[src/rtl/alu_sched_pkg.sv]
// alu_sched_pkg: opcodes, scheduler state encoding and ALU flag bundle shared by alu_rr_scheduler and alu_core
package alu_sched_pkg;
  localparam logic [3:0] OP_ADD = 4'd0;
  localparam logic [3:0] OP_SUB = 4'd1;
  localparam logic [3:0] OP_AND = 4'd2;
  localparam logic [3:0] OP_OR  = 4'd3;
  typedef enum logic [1:0] {IDLE, EXEC, RESP} state_t;
  typedef struct packed {
    logic carry;
    logic zero;
    logic overflow;
    logic sign;
    logic err;
  } flags_t;
endpackage

[src/rtl/alu_core.sv]
// alu_core: combinational ADD/SUB/AND/OR with carry/zero/overflow/sign and unsupported-opcode flag
module alu_core
  import alu_sched_pkg::*;
#(
  parameter int WIDTH = 8
) (
  input  logic [3:0]       opcode,
  input  logic [WIDTH-1:0] a,
  input  logic [WIDTH-1:0] b,
  output logic [WIDTH-1:0] result,
  output flags_t           flags
);
  logic [WIDTH:0] sum;
  logic [WIDTH:0] diff;
  logic           is_add;
  logic           is_sub;
  assign sum    = {1'b0, a} + {1'b0, b};
  assign diff   = {1'b0, a} - {1'b0, b};
  assign is_add = opcode == OP_ADD;
  assign is_sub = opcode == OP_SUB;
  always_comb begin
    result = is_add ? sum[WIDTH-1:0] :
             is_sub ? diff[WIDTH-1:0] :
             opcode == OP_AND ? (a & b) :
             opcode == OP_OR  ? (a | b) : '0;
    flags.carry    = is_add ? sum[WIDTH] : is_sub ? diff[WIDTH] : 1'b0;
    flags.overflow = is_add ? (a[WIDTH-1] == b[WIDTH-1]) && (result[WIDTH-1] != a[WIDTH-1]) :
                     is_sub ? (a[WIDTH-1] != b[WIDTH-1]) && (result[WIDTH-1] != a[WIDTH-1]) : 1'b0;
    flags.zero     = result == '0;
    flags.sign     = result[WIDTH-1];
    flags.err      = opcode > OP_OR;
  end
endmodule

[src/rtl/alu_rr_scheduler.sv]
// alu_rr_scheduler: round-robin sharing of one ALU among NUM_REQ requesters with a registered, backpressured response.
// Define ALU_SCHED_STATS_EN to add saturating ops_count/err_count handshake counters.
module alu_rr_scheduler
  import alu_sched_pkg::*;
#(
  parameter int NUM_REQ = 4,
  parameter int WIDTH   = 8,
  parameter int ID_W    = 2
) (
  input  logic                   clk,
  input  logic                   rst_n,
  input  logic [NUM_REQ-1:0]     req_valid,
  output logic [NUM_REQ-1:0]     req_ready,
  input  logic [4*NUM_REQ-1:0]   req_opcode,
  input  logic [WIDTH*NUM_REQ-1:0] req_a,
  input  logic [WIDTH*NUM_REQ-1:0] req_b,
  output logic                   rsp_valid,
  input  logic                   rsp_ready,
  output logic [ID_W-1:0]        rsp_id,
  output logic [WIDTH-1:0]       rsp_result,
  output logic                   rsp_carry,
  output logic                   rsp_zero,
  output logic                   rsp_overflow,
  output logic                   rsp_sign,
  output logic                   rsp_err
`ifdef ALU_SCHED_STATS_EN
  ,
  output logic [15:0]            ops_count,
  output logic [7:0]             err_count
`endif
);
  state_t           state;
  logic [ID_W-1:0]  rr_ptr;
  logic [ID_W-1:0]  gnt;
  logic [ID_W-1:0]  idx;
  logic             found;
  logic [3:0]       op_q;
  logic [WIDTH-1:0] a_q;
  logic [WIDTH-1:0] b_q;
  logic [ID_W-1:0]  id_q;
  logic [WIDTH-1:0] alu_result;
  flags_t           alu_flags;
  logic             rsp_fire;
  alu_core #(.WIDTH(WIDTH)) u_alu (
    .opcode (op_q),
    .a      (a_q),
    .b      (b_q),
    .result (alu_result),
    .flags  (alu_flags)
  );
  // first valid requester at or after rr_ptr, wrapping at NUM_REQ-1
  always_comb begin
    found = 1'b0;
    gnt   = '0;
    idx   = '0;
    for (int k = 0; k < NUM_REQ; k++) begin
      idx = ID_W'((int'(rr_ptr) + k) % NUM_REQ);
      if (!found && req_valid[idx]) begin
        found = 1'b1;
        gnt   = idx;
      end
    end
  end
  assign req_ready = (state == IDLE && found) ? NUM_REQ'(1) << gnt : '0;
  assign rsp_fire  = rsp_valid && rsp_ready;
  always_ff @(posedge clk) begin
    if (!rst_n) begin
      state        <= IDLE;
      rr_ptr       <= '0;
      op_q         <= '0;
      a_q          <= '0;
      b_q          <= '0;
      id_q         <= '0;
      rsp_valid    <= 1'b0;
      rsp_id       <= '0;
      rsp_result   <= '0;
      rsp_carry    <= 1'b0;
      rsp_zero     <= 1'b0;
      rsp_overflow <= 1'b0;
      rsp_sign     <= 1'b0;
      rsp_err      <= 1'b0;
    end else begin
      case (state)
        IDLE: if (found) begin
          op_q  <= req_opcode[4*gnt +: 4];
          a_q   <= req_a[WIDTH*gnt +: WIDTH];
          b_q   <= req_b[WIDTH*gnt +: WIDTH];
          id_q  <= gnt;
          state <= EXEC;
        end
        EXEC: begin
          rsp_valid    <= 1'b1;
          rsp_id       <= id_q;
          rsp_result   <= alu_result;
          rsp_carry    <= alu_flags.carry;
          rsp_zero     <= alu_flags.zero;
          rsp_overflow <= alu_flags.overflow;
          rsp_sign     <= alu_flags.sign;
          rsp_err      <= alu_flags.err;
          state        <= RESP;
        end
        RESP: if (rsp_ready) begin
          rsp_valid <= 1'b0;
          rr_ptr    <= ID_W'((int'(rsp_id) + 1) % NUM_REQ);
          state     <= IDLE;
        end
        default: state <= IDLE;
      endcase
    end
  end
`ifdef ALU_SCHED_STATS_EN
  always_ff @(posedge clk) begin
    if (!rst_n) begin
      ops_count <= '0;
      err_count <= '0;
    end else if (rsp_fire) begin
      ops_count <= ops_count == 16'hFFFF ? ops_count : ops_count + 16'd1;
      err_count <= (rsp_err && err_count != 8'hFF) ? err_count + 8'd1 : err_count;
    end
  end
`endif
endmodule

[config.mk]
export PLATFORM = sky130hd
export DESIGN_NAME = alu_rr_scheduler
export DESIGN_NICKNAME = d
export VERILOG_FILES = /design/src/rtl/alu_sched_pkg.sv /design/src/rtl/alu_core.sv /design/src/rtl/alu_rr_scheduler.sv
export SDC_FILE = /design/constraint.sdc
export NUM_CORES = 1
export LEC_CHECK = 0
export ABC_AREA = 1
export CAP_MARGIN = 25
export CORE_UTILIZATION = 45
export DETAILED_ROUTE_END_ITERATION = 10
export PLACE_DENSITY = 0.81
export SLEW_MARGIN = 25
export SYNTH_ARGS = -nofsm -noshare
export SYNTH_HDL_FRONTEND = slang
export SYNTH_SLANG_ARGS = --single-unit
[constraint.sdc]
create_clock -name clk -period 1.8 [get_ports clk]
set_clock_uncertainty 0.1 [all_clocks]
set_input_delay 0.45 -clock clk [delete_from_list [all_inputs] [get_ports clk]]
set_output_delay 0.45 -clock clk [all_outputs]
set_load 0.005 [all_outputs]
==> run_results.csv, run 1 <==
group,metric,value,unit
run_status,status,"finished, violations left",
run_status,violations,"negative setup slack",
grt,grt_pass1_vias,4845,
critical_path,end_kind,"output port",
critical_path,critPathKind,"register to output port",
route,vias_per_cell,5.49,
synthesis,yosys-top-cells-area,"dfxtp_1, nand2_1, inv_1",
job,maxCapViolations,0,
synthesis,synth_nets,762,
synthesis,syn_inst,649,
critical_path,required,1.25,ns
critical_path,timing.rr.end,"op_q[1]",
synthesis,yosysWarnings,0,
route,drtPass1Iterations,5,
grt,antenna_found_initial,0,
placement,place_congestion,0.955,
route,finalWirelength,15900,µm
critical_path,reg2reg_depth,15,
finish,seqCellArea,848,µm²
pwr,power_density,1010,mW/mm²
sta,finalSetupViolCount,34,
placement,preCtsSetupSlack,-1.41,ns
placement,place_inst,924,
sta,max-slew-margin-rel,0.723,
sta,grt_setup_unrepaired,"yes",
critical_path,worst-r2r-setup-slack,-0.78,ns
synthesis,syn_area_per_cell,5.95,µm²
route,routedWlPerCell,16.6,µm
worst_hold_path,hold_path_end,"rsp_valid",
sta,worst_slack,-0.915,ns
synthesis,syn_area,0.00386,mm²
floorplanning,die_h,94.7,µm
sta,finalSetupTns,-18.56,ns
pwr,ir_drop,0.558,mV
floorplanning,initial_core_util,0.468,
sta,fin_crit,2.72,ns
floorplanning,top_level_ports,107,
grt,grt_overflow,0,
clock_network,hold_buffers,0,
sta,tightest_slew,0.415,ns
worst_hold_path,min-delay-start,"rsp_valid",
synthesis,seq_area_frac_synth,0.212,
clock_network,cts-buffers-inserted,5,
synthesis,synth.distinct_cells,32,
floorplanning,std_cell_rows,33,
finish,final_common_cell,"nand2_1",
sta,finalMaxSlewViolations,0,
grt,grt_use_met2,0.574,
finish,final_util,0.813,
pwr,leakagePower,3.30,nW
grt,busiest_layer,"met2",
placement,dpl-instance-area,0.00572,mm²
finish,final_nets,967,
worst_hold_path,hold-path-cell-count,2,
route,drc,0,
grt,grt_pass1_wl,22900,µm
floorplanning,die-area,0.00896,mm²
clock_network,clkTransAtPathRegs,0.10,ns
clock_network,cts_sinks,41,
clock_network,ctsLongestPathBuffers,2,
critical_path,arrival,2.17,ns
placement,hpwl,10300,µm
critical_path,start_kind,"register",
finish,drive_above_1_share,0.349,
synthesis,netlist.area_leader.share,0.212,
clock_network,htree_num_levels,2,
clock_network,cts_tree,"built",
sta,fmax,368,MHz
finish,n_fill_cell,487,
clock_network,clock_latency,0.31,ns
clock_network,ctsRootBufferMaster,"clkbuf_8",
synthesis,synth_top_area_cell,"dfxtp_1",
grt,use_met3,0.0419,
grt,grt_util_met1,0.397,
floorplanning,core,0.00826,mm²
placement,io_buffers,106,
grt,grt_use_total,0.325,
floorplanning,die_width,94.7,µm
synthesis,synth_seq_cells,41,
finish,multi_input_comb_area,0.00309,mm²
route,ant_nets,0,
grt,grt_max_degree,33,
finish,final_cell_mix,"nand2_1, clkdlybuf4s50_1, inv_1, buf_4, nand3_1",
critical_path,critPathMaxFanout,5,
sta,fin_crit_sh,1.51,
finish,design_area,0.00671,mm²
route,via_count,5274,
finish,num_antenna_cells,0,
sta,hold_violations,0,
critical_path,reg2reg_from,"rr_ptr[1]",
finish,fin_cells,960,
finish,area_growth,73.7,%
route,drt_iter0_markers,313,
worst_hold_path,hold_path.class,"register to register",
metal layers:
layer | vias up | wire [µm]
li1 | 2462 | -
met1 | 2450 | 6320
met2 | 299 | 7830
met3 | 63 | 997
met4 | 0 | 796
met5 | - | 0
report_power, final:
group | switching [mW] | total [mW] | internal [mW]
Combinational | 2.60 | 4.86 | 2.27
Sequential | 0.150 | 1.26 | 1.11
Clock | 0.387 | 0.668 | 0.281
Total | 3.13 | 6.79 | 3.65
through the flow:
step | total power [mW] | hold WS [ns]
floorplan | 3.28 | 0.344
global placement | 4.76 | 0.356
detailed placement | 4.84 | 0.368
CTS | 6.00 | 0.384
global route | 7.18 | 0.402
finish | 6.79 | 0.389
cell type report:
type	count	share of cell area
well taps	105	0.0196
inverters	121	0.0725
clock buffers	5	0.0103
multi-input cells	460	0.460
flip-flops and latches	41	0.126
repair buffers	225	0.308
clock inverters	3	0.00373
synth_stat cells:
| master | n |
|---|---|
| nand2_1 | 164 |
| inv_1 | 116 |
| nand3_1 | 85 |
| nor2_1 | 47 |
| dfxtp_1 | 41 |
| a21oi_1 | 36 |
| ha_1 | 24 |
| nand3b_1 | 24 |
| o21ai_0 | 19 |
| o211ai_1 | 14 |
| buf_2 | 11 |
| clkbuf_1 | 9 |
| nand4_1 | 9 |
| buf_4 | 6 |
| or2_0 | 6 |
| inv_2 | 5 |
| nand3_2 | 4 |
| nor2_4 | 4 |
| o21ai_1 | 4 |
| nand2_2 | 3 |
| nor3_1 | 3 |
| or2_2 | 3 |
| fa_1 | 2 |
| nand2_4 | 2 |
| a21o_1 | 1 |
| a31oi_1 | 1 |
| buf_6 | 1 |
| nand2b_1 | 1 |
| o21a_1 | 1 |
| or2_1 | 1 |
| xnor2_1 | 1 |
| xor2_1 | 1 |
sequential cells by signal (all words and copies together) (netlist names), 2 cells and up:
register / count
a_q: 8
b_q: 8
id_q: 2
rr_ptr: 2
op_q: 4
rsp_result: 8
rsp_id: 2
state: 2
worst max path at each step:
stage,startpoint,end,slack (ns),cells past startpoint
3_3_place_gp,req_valid[0],req_ready[1],-1.32,11
4_1_cts,rr_ptr[0],req_ready[1],-0.73,12
2_1_floorplan,rr_ptr[0],req_ready[0],-0.20,13
5_1_grt,rr_ptr[0],req_ready[2],-0.98,14
6_report,rr_ptr[0],req_ready[2],-0.92,14
3_5_place_dp,req_valid[0],req_ready[1],-1.41,11
kinds of logic after synthesis:
logic type / count (synthesis) / synth area share
DFF: 41 / 0.212
buffers and inverters: 148 / 0.155
AOI/OAI and AO/OA: 76 / 0.109
adders and majority gates: 26 / 0.0881
xor gates and xnor gates: 2 / 0.00453
and+or+nand+nor: 356 / 0.431
what timing repair did:
item / CTS / global route
gates cloned: 0 / 1
gates resized for setup: 125 / 87
endpoints found under the setup margin: 36 / 37
pin swaps: 43 / 60
buffers inserted: 14 / 17
critical path, stage by stage (launching register included):
cell	delay (ns)
dfxtp_4	0.42
buf_6	0.15
nand2_2	0.06
o21ai_2	0.08
nand2_1	0.11
nand2_1	0.13
nor2_1	0.09
nor2_2	0.17
nand2_4	0.10
nand2_4	0.10
inv_4	0.05
nor2_4	0.09
inv_2	0.06
nor2_2	0.12
buf_2	0.12
Power figures use the tool's default switching activity.
==> run 2, diff against run 1 <==
--- a/config.mk
+++ b/config.mk
@@ -6,9 +6,9 @@
 export NUM_CORES = 1
 export LEC_CHECK = 0
 export ABC_AREA = 1
-export CAP_MARGIN = 25
 export CORE_UTILIZATION = 45
 export DETAILED_ROUTE_END_ITERATION = 10
+export MAX_ROUTING_LAYER = met4
 export PLACE_DENSITY = 0.81
 export SLEW_MARGIN = 25
 export SYNTH_ARGS = -nofsm -noshare
==> run_results.csv, run 2 (synthesis gave the netlist of run 1 again) <==
group,metric,value,unit
job,maxCapViolations,0,
finish,area_growth,73.0,%
sta,max-slew-margin-rel,0.713,
grt,grt_pass1_vias,4974,
grt,grt_overflow,0,
route,drtPass1Iterations,5,
sta,fmax,378,MHz
finish,final_cell_mix,"nand2_1, clkdlybuf4s50_1, inv_1, buf_4, nand3_1",
sta,fin_crit,2.65,ns
route,ant_nets,0,
sta,tightest_slew,0.430,ns
route,vias_per_cell,5.65,
finish,reg_top3,"a_q: 8 flops, b_q: 8 flops, rsp_result: 8 flops",
finish,final_util,0.810,
route,finalWirelength,16500,µm
finish,final_common_cell,"nand2_1",
critical_path,start_kind,"register",
clock_network,clkTransAtPathRegs,0.10,ns
critical_path,critPathMaxFanout,5,
critical_path,critPathKind,"register to output port",
clock_network,clock_latency,0.31,ns
floorplanning,core,0.00826,mm²
grt,grt_pass1_wl,23200,µm
grt,grt_max_degree,33,
clock_network,htree_num_levels,2,
finish,final_nets,967,
critical_path,required,1.25,ns
run_status,violations,"negative setup slack",
critical_path,crit_chain,"buf_6 > o21ai_2 > nand2_1 > nand2_2 > nor2_1 > nor2_2 > nand2_4 > nand2_4 > inv_4 > nor2_4 > inv_2 > nor2_2 > buf_2",
finish,fin_cells,960,
clock_network,ctsLongestPathBuffers,2,
floorplanning,initial_core_util,0.468,
finish,drive_above_1_share,0.346,
route,routedWlPerCell,17.2,µm
clock_network,cts_sinks,41,
route,drt_iter0_markers,443,
sta,fin_crit_sh,1.47,
clock_network,cts_tree,"built",
floorplanning,die-area,0.00896,mm²
sta,worst_slack,-0.848,ns
sta,finalSetupTns,-16.04,ns
placement,dpl-instance-area,0.00572,mm²
critical_path,arrival,2.10,ns
grt,antenna_found_initial,0,
run_status,status,"finished, violations left",
floorplanning,std_cell_rows,33,
finish,design_area,0.00669,mm²
critical_path,end_kind,"output port",
finish,num_antenna_cells,0,
grt,grt_use_total,0.343,
worst_hold_path,hold_path.class,"register to register",
placement,place_inst,924,
critical_path,critPathMaxStageDelay,0.39,ns
pwr,power_density,1010,mW/mm²
pwr,leakagePower,3.28,nW
floorplanning,die_h,94.7,µm
sta,finalSetupViolCount,35,
sta,grt_setup_unrepaired,"yes",
placement,hpwl,10200,µm
placement,place_congestion,0.898,
sta,finalMaxSlewViolations,0,
pwr,ir_drop,0.468,mV
floorplanning,top_level_ports,107,
clock_network,cts-buffers-inserted,5,
sta,hold_violations,0,
route,drc,0,
sta,hold_slack,0.380,ns
placement,io_buffers,106,
route,via_count,5421,
floorplanning,die_width,94.7,µm
clock_network,ctsRootBufferMaster,"clkbuf_8",
critical_path,cp_slowest_cell,"dfxtp_4",
run 2: through the flow:
stage	total power [mW]	setup slack [ns]
global route	7.14	-0.884
global placement	4.74	-1.31
detailed placement	4.81	-1.36
CTS	6.06	-0.702
finish	6.77	-0.848
floorplan	3.28	-0.198
run 2: critical path, delay by kind of cell, from the launching register on:
family | cells | cell delay (ns)
buffers and inverters | 4 | 0.38
AO/OA/AOI/OAI | 1 | 0.19
flip-flops | 1 | 0.39
AND/OR/NAND/NOR | 8 | 0.83
run 2: cell type report:
| type | instances | area [µm²] |
|---|---|---|
| fill | 497 | 1570 |
| sequential | 41 | 851 |
| multi-input combinational | 460 | 3050 |
| clock buffer | 5 | 68.8 |
| inverter | 121 | 492 |
| tap | 105 | 131 |
| timing repair buffer | 225 | 2070 |
| clock inverter | 3 | 25.0 |
run 2: what timing repair did:
action	in CTS	in global routing
hold buffers	0	0
setup endpoints to repair	36	38
gates cloned	1	0
pin swaps	42	47
buffers inserted	16	13
resized for setup	124	80
run 2: where the power goes:
group / total [mW] / switching (mW) / internal [mW]
clock network: 0.653 / 0.372 / 0.280
logic: 4.86 / 2.60 / 2.25
registers: 1.26 / 0.153 / 1.11
total: 6.77 / 3.13 / 3.64
run 2: path summary, 6_finish.rpt:
| kind | start | to | slack (ns) | cells after the start |
|---|---|---|---|---|
| max reg2reg | rr_ptr[0] | b_q[7] | -0.62 | 14 |
| min reg2reg | rsp_valid | rsp_valid | 0.38 | 2 |
| max | rr_ptr[0] | req_ready[2] | -0.85 | 13 |
| min | rsp_valid | rsp_valid | 0.38 | 2 |
run 2: routing by layer:
metal  part of all wire  track usage
met5                  0            -
met4              0.059        0.184
met3              0.079       0.0459
met2               0.48        0.594
met1               0.38        0.381
